`config.mk`:
```
export PLATFORM = sky130hd
export DESIGN_NAME = instr_encoder_loader
export DESIGN_NICKNAME = d
export VERILOG_FILES = /design/src/rtl/instr_encoder_loader.sv
export SDC_FILE = /design/constraint.sdc
export NUM_CORES = 1
export LEC_CHECK = 0
export CAP_MARGIN = 10
export CORE_MARGIN = 2
export CORE_UTILIZATION = 45
export DETAILED_ROUTE_END_ITERATION = 12
export HOLD_SLACK_MARGIN = 0.15
export PLACE_DENSITY = 0.83
export SYNTH_ARGS = -nofsm -noshare
export SYNTH_HDL_FRONTEND = slang
export SYNTH_SLANG_ARGS = --single-unit
```
`constraint.sdc`:
```
create_clock -name clk -period 2 [get_ports clk]
set_input_delay 0.2 -clock clk [delete_from_list [all_inputs] [get_ports clk]]
set_output_delay 0.2 -clock clk [all_outputs]
set_load 0.02 [all_outputs]
```
`src/rtl/instr_encoder_loader.sv`:
```
// instr_encoder_loader
//   Boot-time program loader. Accepts decoded instruction fields over a
//   valid/ready stream and packs each beat into a 16-bit instruction word.
//   Words are written to instruction memory at consecutive addresses from 0.
//   The CPU is held until the whole program has been written.
//
//   Optional feature macro: AUTO_HALT_EN
//     When defined, a HALT word (16'hF000) is appended after the last beat
//     unless that beat already was a HALT.
//     If memory is full at that point, the HALT is skipped and err_overflow
//     is raised.
module instr_encoder_loader #(
    parameter int IMEM_AW = 8
) (
    input  logic               clk,
    input  logic               rst,
    input  logic               start,
    input  logic               in_valid,
    output logic               in_ready,
    input  logic [3:0]         in_opcode,
    input  logic [2:0]         in_rs,
    input  logic [2:0]         in_rt,
    input  logic [2:0]         in_rd,
    input  logic [2:0]         in_funct3,
    input  logic [11:0]        in_imm,
    input  logic               in_last,
    output logic               imem_we,
    output logic [IMEM_AW-1:0] imem_addr,
    output logic [15:0]        imem_wdata,
    output logic               cpu_hold,
    output logic               done,
    output logic [IMEM_AW:0]   count,
    output logic               err_overflow
);

    localparam int               DEPTH     = 2 ** IMEM_AW;
    localparam logic [IMEM_AW:0] DEPTH_W   = (IMEM_AW + 1)'(DEPTH);
    localparam logic [IMEM_AW:0] ONE_W     = (IMEM_AW + 1)'(1);
    localparam logic [15:0]      HALT_WORD = 16'hF000;

    typedef enum logic [1:0] {
        ST_IDLE  = 2'd0,
        ST_LOAD  = 2'd1,
        ST_DRAIN = 2'd2,
        ST_DONE  = 2'd3
    } state_t;

    // Packs the decoded fields into the instruction word the decoder expects.
    function automatic logic [15:0] encode_instr(
        input logic [3:0]  op,
        input logic [2:0]  rs,
        input logic [2:0]  rt,
        input logic [2:0]  rd,
        input logic [2:0]  f3,
        input logic [11:0] imm
    );
        logic [15:0] w;
        w = 16'h0000;
        case (op)
            4'h0, 4'h1:                      w = {op, rs, rt, rd, f3};
            4'h2, 4'h3:                      w = {op, rt, 1'b0, imm[7:0]};
            4'h4, 4'h5, 4'h6, 4'h7, 4'h8,
            4'h9, 4'hA, 4'hB, 4'hC:          w = {op, rs, rt, imm[5:0]};
            4'hD:                            w = {op, imm};
            default:                         w = {op, 12'h000};
        endcase
        return w;
    endfunction

    state_t               state_q, state_d;
    logic                 in_ready_q, in_ready_d;
    logic                 imem_we_q, imem_we_d;
    logic [IMEM_AW-1:0]   imem_addr_q, imem_addr_d;
    logic [15:0]          imem_wdata_q, imem_wdata_d;
    logic                 cpu_hold_q, cpu_hold_d;
    logic                 done_q, done_d;
    logic [IMEM_AW:0]     count_q, count_d;
    logic                 err_q, err_d;
`ifdef AUTO_HALT_EN
    logic                 need_halt_q, need_halt_d;
`endif

    logic                 accept_s;
    logic                 full_s;

    assign accept_s = in_valid & in_ready_q;
    assign full_s   = (count_q == DEPTH_W);

    // State register.
    always_ff @(posedge clk or posedge rst) begin
        if (rst) begin
            state_q <= ST_IDLE;
        end else begin
            state_q <= state_d;
        end
    end

    // Next-state logic for the load session sequence.
    always_comb begin
        state_d = state_q;
        case (state_q)
            ST_IDLE: begin
                if (start) begin
                    state_d = ST_LOAD;
                end else begin
                    state_d = ST_IDLE;
                end
            end
            ST_LOAD: begin
                if (accept_s && in_last) begin
                    state_d = ST_DRAIN;
                end else begin
                    state_d = ST_LOAD;
                end
            end
            ST_DRAIN: begin
`ifdef AUTO_HALT_EN
                // A pending HALT append keeps us here for one more cycle.
                if (need_halt_q) begin
                    state_d = ST_DRAIN;
                end else begin
                    state_d = ST_DONE;
                end
`else
                state_d = ST_DONE;
`endif
            end
            ST_DONE:  state_d = ST_IDLE;
            default:  state_d = ST_IDLE;
        endcase
    end

    // Output and datapath next-values; everything is registered below.
    always_comb begin
        in_ready_d   = (state_d == ST_LOAD);
        imem_we_d    = 1'b0;
        imem_addr_d  = imem_addr_q;
        imem_wdata_d = imem_wdata_q;
        cpu_hold_d   = cpu_hold_q;
        done_d       = 1'b0;
        count_d      = count_q;
        err_d        = err_q;
`ifdef AUTO_HALT_EN
        need_halt_d  = need_halt_q;
`endif
        case (state_q)
            ST_IDLE: begin
                if (start) begin
                    count_d     = '0;
                    imem_addr_d = '0;
                    err_d       = 1'b0;
                    cpu_hold_d  = 1'b1;
`ifdef AUTO_HALT_EN
                    need_halt_d = 1'b0;
`endif
                end else begin
                    cpu_hold_d  = cpu_hold_q;
                end
            end
            ST_LOAD: begin
                cpu_hold_d = 1'b1;
                if (accept_s) begin
                    // A beat that finds memory full is dropped and flagged.
                    if (full_s) begin
                        err_d = 1'b1;
                    end else begin
                        imem_we_d    = 1'b1;
                        imem_addr_d  = count_q[IMEM_AW-1:0];
                        imem_wdata_d = encode_instr(in_opcode, in_rs, in_rt,
                                                    in_rd, in_funct3, in_imm);
                        count_d      = count_q + ONE_W;
                    end
`ifdef AUTO_HALT_EN
                    if (in_last) begin
                        need_halt_d = (in_opcode != 4'hF);
                    end else begin
                        need_halt_d = 1'b0;
                    end
`endif
                end else begin
                    imem_we_d = 1'b0;
                end
            end
            ST_DRAIN: begin
`ifdef AUTO_HALT_EN
                if (need_halt_q) begin
                    need_halt_d = 1'b0;
                    if (full_s) begin
                        err_d = 1'b1;
                    end else begin
                        imem_we_d    = 1'b1;
                        imem_addr_d  = count_q[IMEM_AW-1:0];
                        imem_wdata_d = HALT_WORD;
                        count_d      = count_q + ONE_W;
                    end
                end else begin
                    done_d     = 1'b1;
                    cpu_hold_d = 1'b0;
                end
`else
                done_d     = 1'b1;
                cpu_hold_d = 1'b0;
`endif
            end
            ST_DONE: begin
                cpu_hold_d = 1'b0;
            end
            default: begin
                cpu_hold_d = 1'b1;
            end
        endcase
    end

    // Output and datapath registers.
    always_ff @(posedge clk or posedge rst) begin
        if (rst) begin
            in_ready_q   <= 1'b0;
            imem_we_q    <= 1'b0;
            imem_addr_q  <= '0;
            imem_wdata_q <= 16'h0000;
            cpu_hold_q   <= 1'b1;
            done_q       <= 1'b0;
            count_q      <= '0;
            err_q        <= 1'b0;
`ifdef AUTO_HALT_EN
            need_halt_q  <= 1'b0;
`endif
        end else begin
            in_ready_q   <= in_ready_d;
            imem_we_q    <= imem_we_d;
            imem_addr_q  <= imem_addr_d;
            imem_wdata_q <= imem_wdata_d;
            cpu_hold_q   <= cpu_hold_d;
            done_q       <= done_d;
            count_q      <= count_d;
            err_q        <= err_d;
`ifdef AUTO_HALT_EN
            need_halt_q  <= need_halt_d;
`endif
        end
    end

    assign in_ready     = in_ready_q;
    assign imem_we      = imem_we_q;
    assign imem_addr    = imem_addr_q;
    assign imem_wdata   = imem_wdata_q;
    assign cpu_hold     = cpu_hold_q;
    assign done         = done_q;
    assign count        = count_q;
    assign err_overflow = err_q;

endmodule

```
==> results by group <==
Global routing
  – Number of global-route vias before repair: 1775
  – Initial antenna violation count: 0
  – GRT overflow: 0
  – Met3 Usage GRT: 0.0570
  – Largest net degree at the start of global routing: 41
  – Gr usage total: 0.204
  – Top Usage Layer GRT: met2
  – GRT met1 Usage: 0.248
  – Met2 usage: 0.351
  – First-pass GRT wire length: 8090 um

Clocking
  – Post-cts hold buffer count: 0
  – Clk root buf: clkbuf_8
  – Cts bufs inserted: 5
  – CTS max path bufs: 2
  – Clk_lat worst skew: 300 ps
  – Number of clock sinks: 40
  – Worst-path clk slew: 80 ps
  – Post-CTS sizing: 0
  – CTS tree: yes
  – CTS H-tree lvls: 2
  – Setup bufs post-CTS: 0

Detailed routing
  – Pre-Repair DR Iteration Count: 4
  – DRT iter0 DRCs: 170
  – Detail Route Antenna Nets: 0
  – Routed WL: 4790 um
  – Post-route DRC: 0
  – Via density: 5.32
  – Drt wl/cell: 14.1 um
  – DR vias: 1808

Floorplan
  – Die ar.: 0.00499 mm2
  – Core ar.: 0.00432 mm2
  – FP Rows: 24
  – IO Count: 71
  – Die W: 70.7 um
  – Die height: 70.7 um
  – Starting density of the core: 0.462

Yosys
  – Avg Synthesized Cell Area: 9.71 um2
  – Synth warnings: 0
  – Net Count, Synth: 244
  – Gate Count Post-Synth: 206
  – Cell area after synthesis: 0.00200 mm2
  – Share of synthesized flip-flops with an asynchronous set or reset: 1.00
  – Main flop type after synthesis: dfrtp_1
  – EDFF count, synth: 0
  – Synthesized flop and latch total: 40
  – Number of unique standard cell types used by synthesis: 46
  – Share of the yosys chip area belonging to registers: 0.501

Power
  – PD cells: 1180 mW/mm2
  – Tot Pwr: 3.43 mW
  – Worst VDD drop: 0.000504 V
  – Static Leak: 1.30 nW

Timing
  – Setup TNS: 0 ps
  – Clock period minus worst slack: 1890 ps
  – Endpoints failing setup: 0
  – Final worst slack: 113 ps
  – Max Slew Vio Count: 0
  – Final hold vios: 0
  – RSZ-0062 raised after global routing: no
  – Clk_skew: 6.22 ps
  – Worst rel slew slack: 0.669
  – Slew at the pin closest to its max-slew limit: 497 ps
  – Fmax: 0.530 GHz
  – Part of the cycle the worst path needs: 0.944
  – Hold Worst Slack: 326 ps

Run
  – Maxcap violations: 0

Place
  – Post-place setup slack: 77.5 ps
  – Cell count after placement: 333
  – Number of port buffers: 70
  – Hpwl dp: 3640 um
  – Routability Congestion: 0.849

Critical path
  – Worst setup path start: count[2]$_DFFE_PP0P_
  – Worst r2r src: count[2]$_DFFE_PP0P_
  – Worst EP arrival: 2070 ps
  – Worst r2r dst: count[5]$_DFFE_PP0P_
  – R2R Setup Slk: 110 ps
  – Critical Path Sink: count[5]$_DFFE_PP0P_
  – Crit path max fanout: 22
  – CP startpoint kind: register
  – Worst R2R Path Depth: 6
  – Endpoint class of the critical path: register
  – Critical path type: reg2reg
  – CP required: 2190 ps

Run status
  – Status: completed

Layout
  – ANT cells: 0
  – FILL cells: 372
  – Area occupied by multi-input gates: 898 um2
  – Layout cell share with drive strength beyond 1: 0.118
  – Final non-filler cell total: 340
  – Nets: 326
  – Syn-to-layout area delta: 45.7%
  – Register Area: 0.00100 mm2

Worst hold path
  – Hold crit path type: in2async
==> area by class of cell <==
cell class / instances / area share
Sequential cell: 40 / 0.344
Clock buffer: 5 / 0.0236
Clock inverter: 2 / 0.00430
Multi-Input combinational cell: 145 / 0.308
Inverter: 9 / 0.0116
Tap cell: 52 / 0.0223
Timing Repair Buffer: 87 / 0.286
==> report_power, final <==
group	switching (mW)	internal, mW
Sequential	0.181	1.07
Combinational	0.865	0.791
Clock	0.281	0.236
Total	1.33	2.10
==> sequential cells by signal, summed over array words and instances (netlist names) <==
| name | cells |
|---|---|
| imem_addr | 8 |
| cpu_hold | 1 |
| imem_wdata | 16 |
| done | 1 |
| in_ready | 1 |
| imem_we | 1 |
| count | 9 |
| err_overflow | 1 |
| state_q | 2 |
==> layout by cell type, fill, tap and decap left out, types with 4 or more instances in the layout <==
cell type,instances
nor2_1,11
ha_1,5
nor2b_1,4
dfrtp_1,39
and3_1,6
a22oi_1,6
a21oi_1,6
clkbuf_8,5
buf_4,16
a31oi_1,4
o21ai_0,20
nand2_1,28
inv_1,8
clkdlybuf4s50_1,70
nand3_1,10
a22o_1,10
==> per-stage QoR <==
stage               utilization  instance area (um2)
floorplan                     -                 2000
global placement          0.653                 2830
detailed placement        0.653                 2830
CTS                       0.672                 2910
global route              0.674                 2910
finish                    0.674                 2910
==> synthesized netlist by cell type, types with 2 or more instances <==
cell	instances	area, um2
nor2_1	12	45.0
inv_1	8	30.0
a21oi_1	6	30.0
buf_6	2	22.5
buf_2	2	10.0
a32oi_1	2	17.5
and3_1	6	37.5
ha_1	5	62.6
a22oi_1	6	45.0
a22o_1	10	87.6
o21ai_0	20	100
nand2b_1	3	18.8
dfrtp_1	39	976
xnor2_1	2	17.5
o211ai_1	3	22.5
nand3_1	10	50.1
a31oi_1	4	25.0
clkbuf_1	6	22.5
nand2_1	28	105
nor3_1	3	15.0
nor2b_1	4	25.0
==> critical path: stages (launching register included) <==
cell     delay [ps]
dfrtp_1         380
or4_4           560
o21ai_4         180
inv_2            70
buf_6           170
and3_1          170
a221o_1         250
==> worst min path at each step <==
stage                                            end  slack, ps                      start  depth (start not counted)
final                       imem_addr[2]$_DFFE_PP0P_        330                        rst                          3
after global routing        imem_addr[1]$_DFFE_PP0P_        380                        rst                          3
after CTS                   imem_addr[2]$_DFFE_PP0P_        340                        rst                          3
after detailed placement   imem_wdata[2]$_DFFE_PP0P_        470  imem_wdata[2]$_DFFE_PP0P_                          2
after global placement     imem_wdata[3]$_DFFE_PP0P_        460  imem_wdata[3]$_DFFE_PP0P_                          2
after floorplan           imem_wdata[12]$_DFFE_PP0P_        310               in_opcode[0]                          2
==> logic make-up (layout without fill, tap and decap cells) <==
logic type,after synthesis,after routing,share of synthesized area
AOI/OAI and AO/OA,62,62,0.214
adders and majority gates,5,5,0.0313
DFF,40,40,0.501
and+or+nand+nor,74,74,0.183
xor gates and xnor gates,2,2,0.00876
buffers and inverters,21,103,0.0507
muxes,2,2,0.0106
==> metal layers <==
| layer | up-vias | wire length, um | share of wire |
|---|---|---|---|
| met5 | - | 0 | 0 |
| met4 | 0 | 60 | 0.013 |
| met3 | 6 | 308 | 0.064 |
| met2 | 67 | 2390 | 0.50 |
| met1 | 831 | 2040 | 0.43 |
| li1 | 904 | - | - |
(Power assumes the default switching activity.)
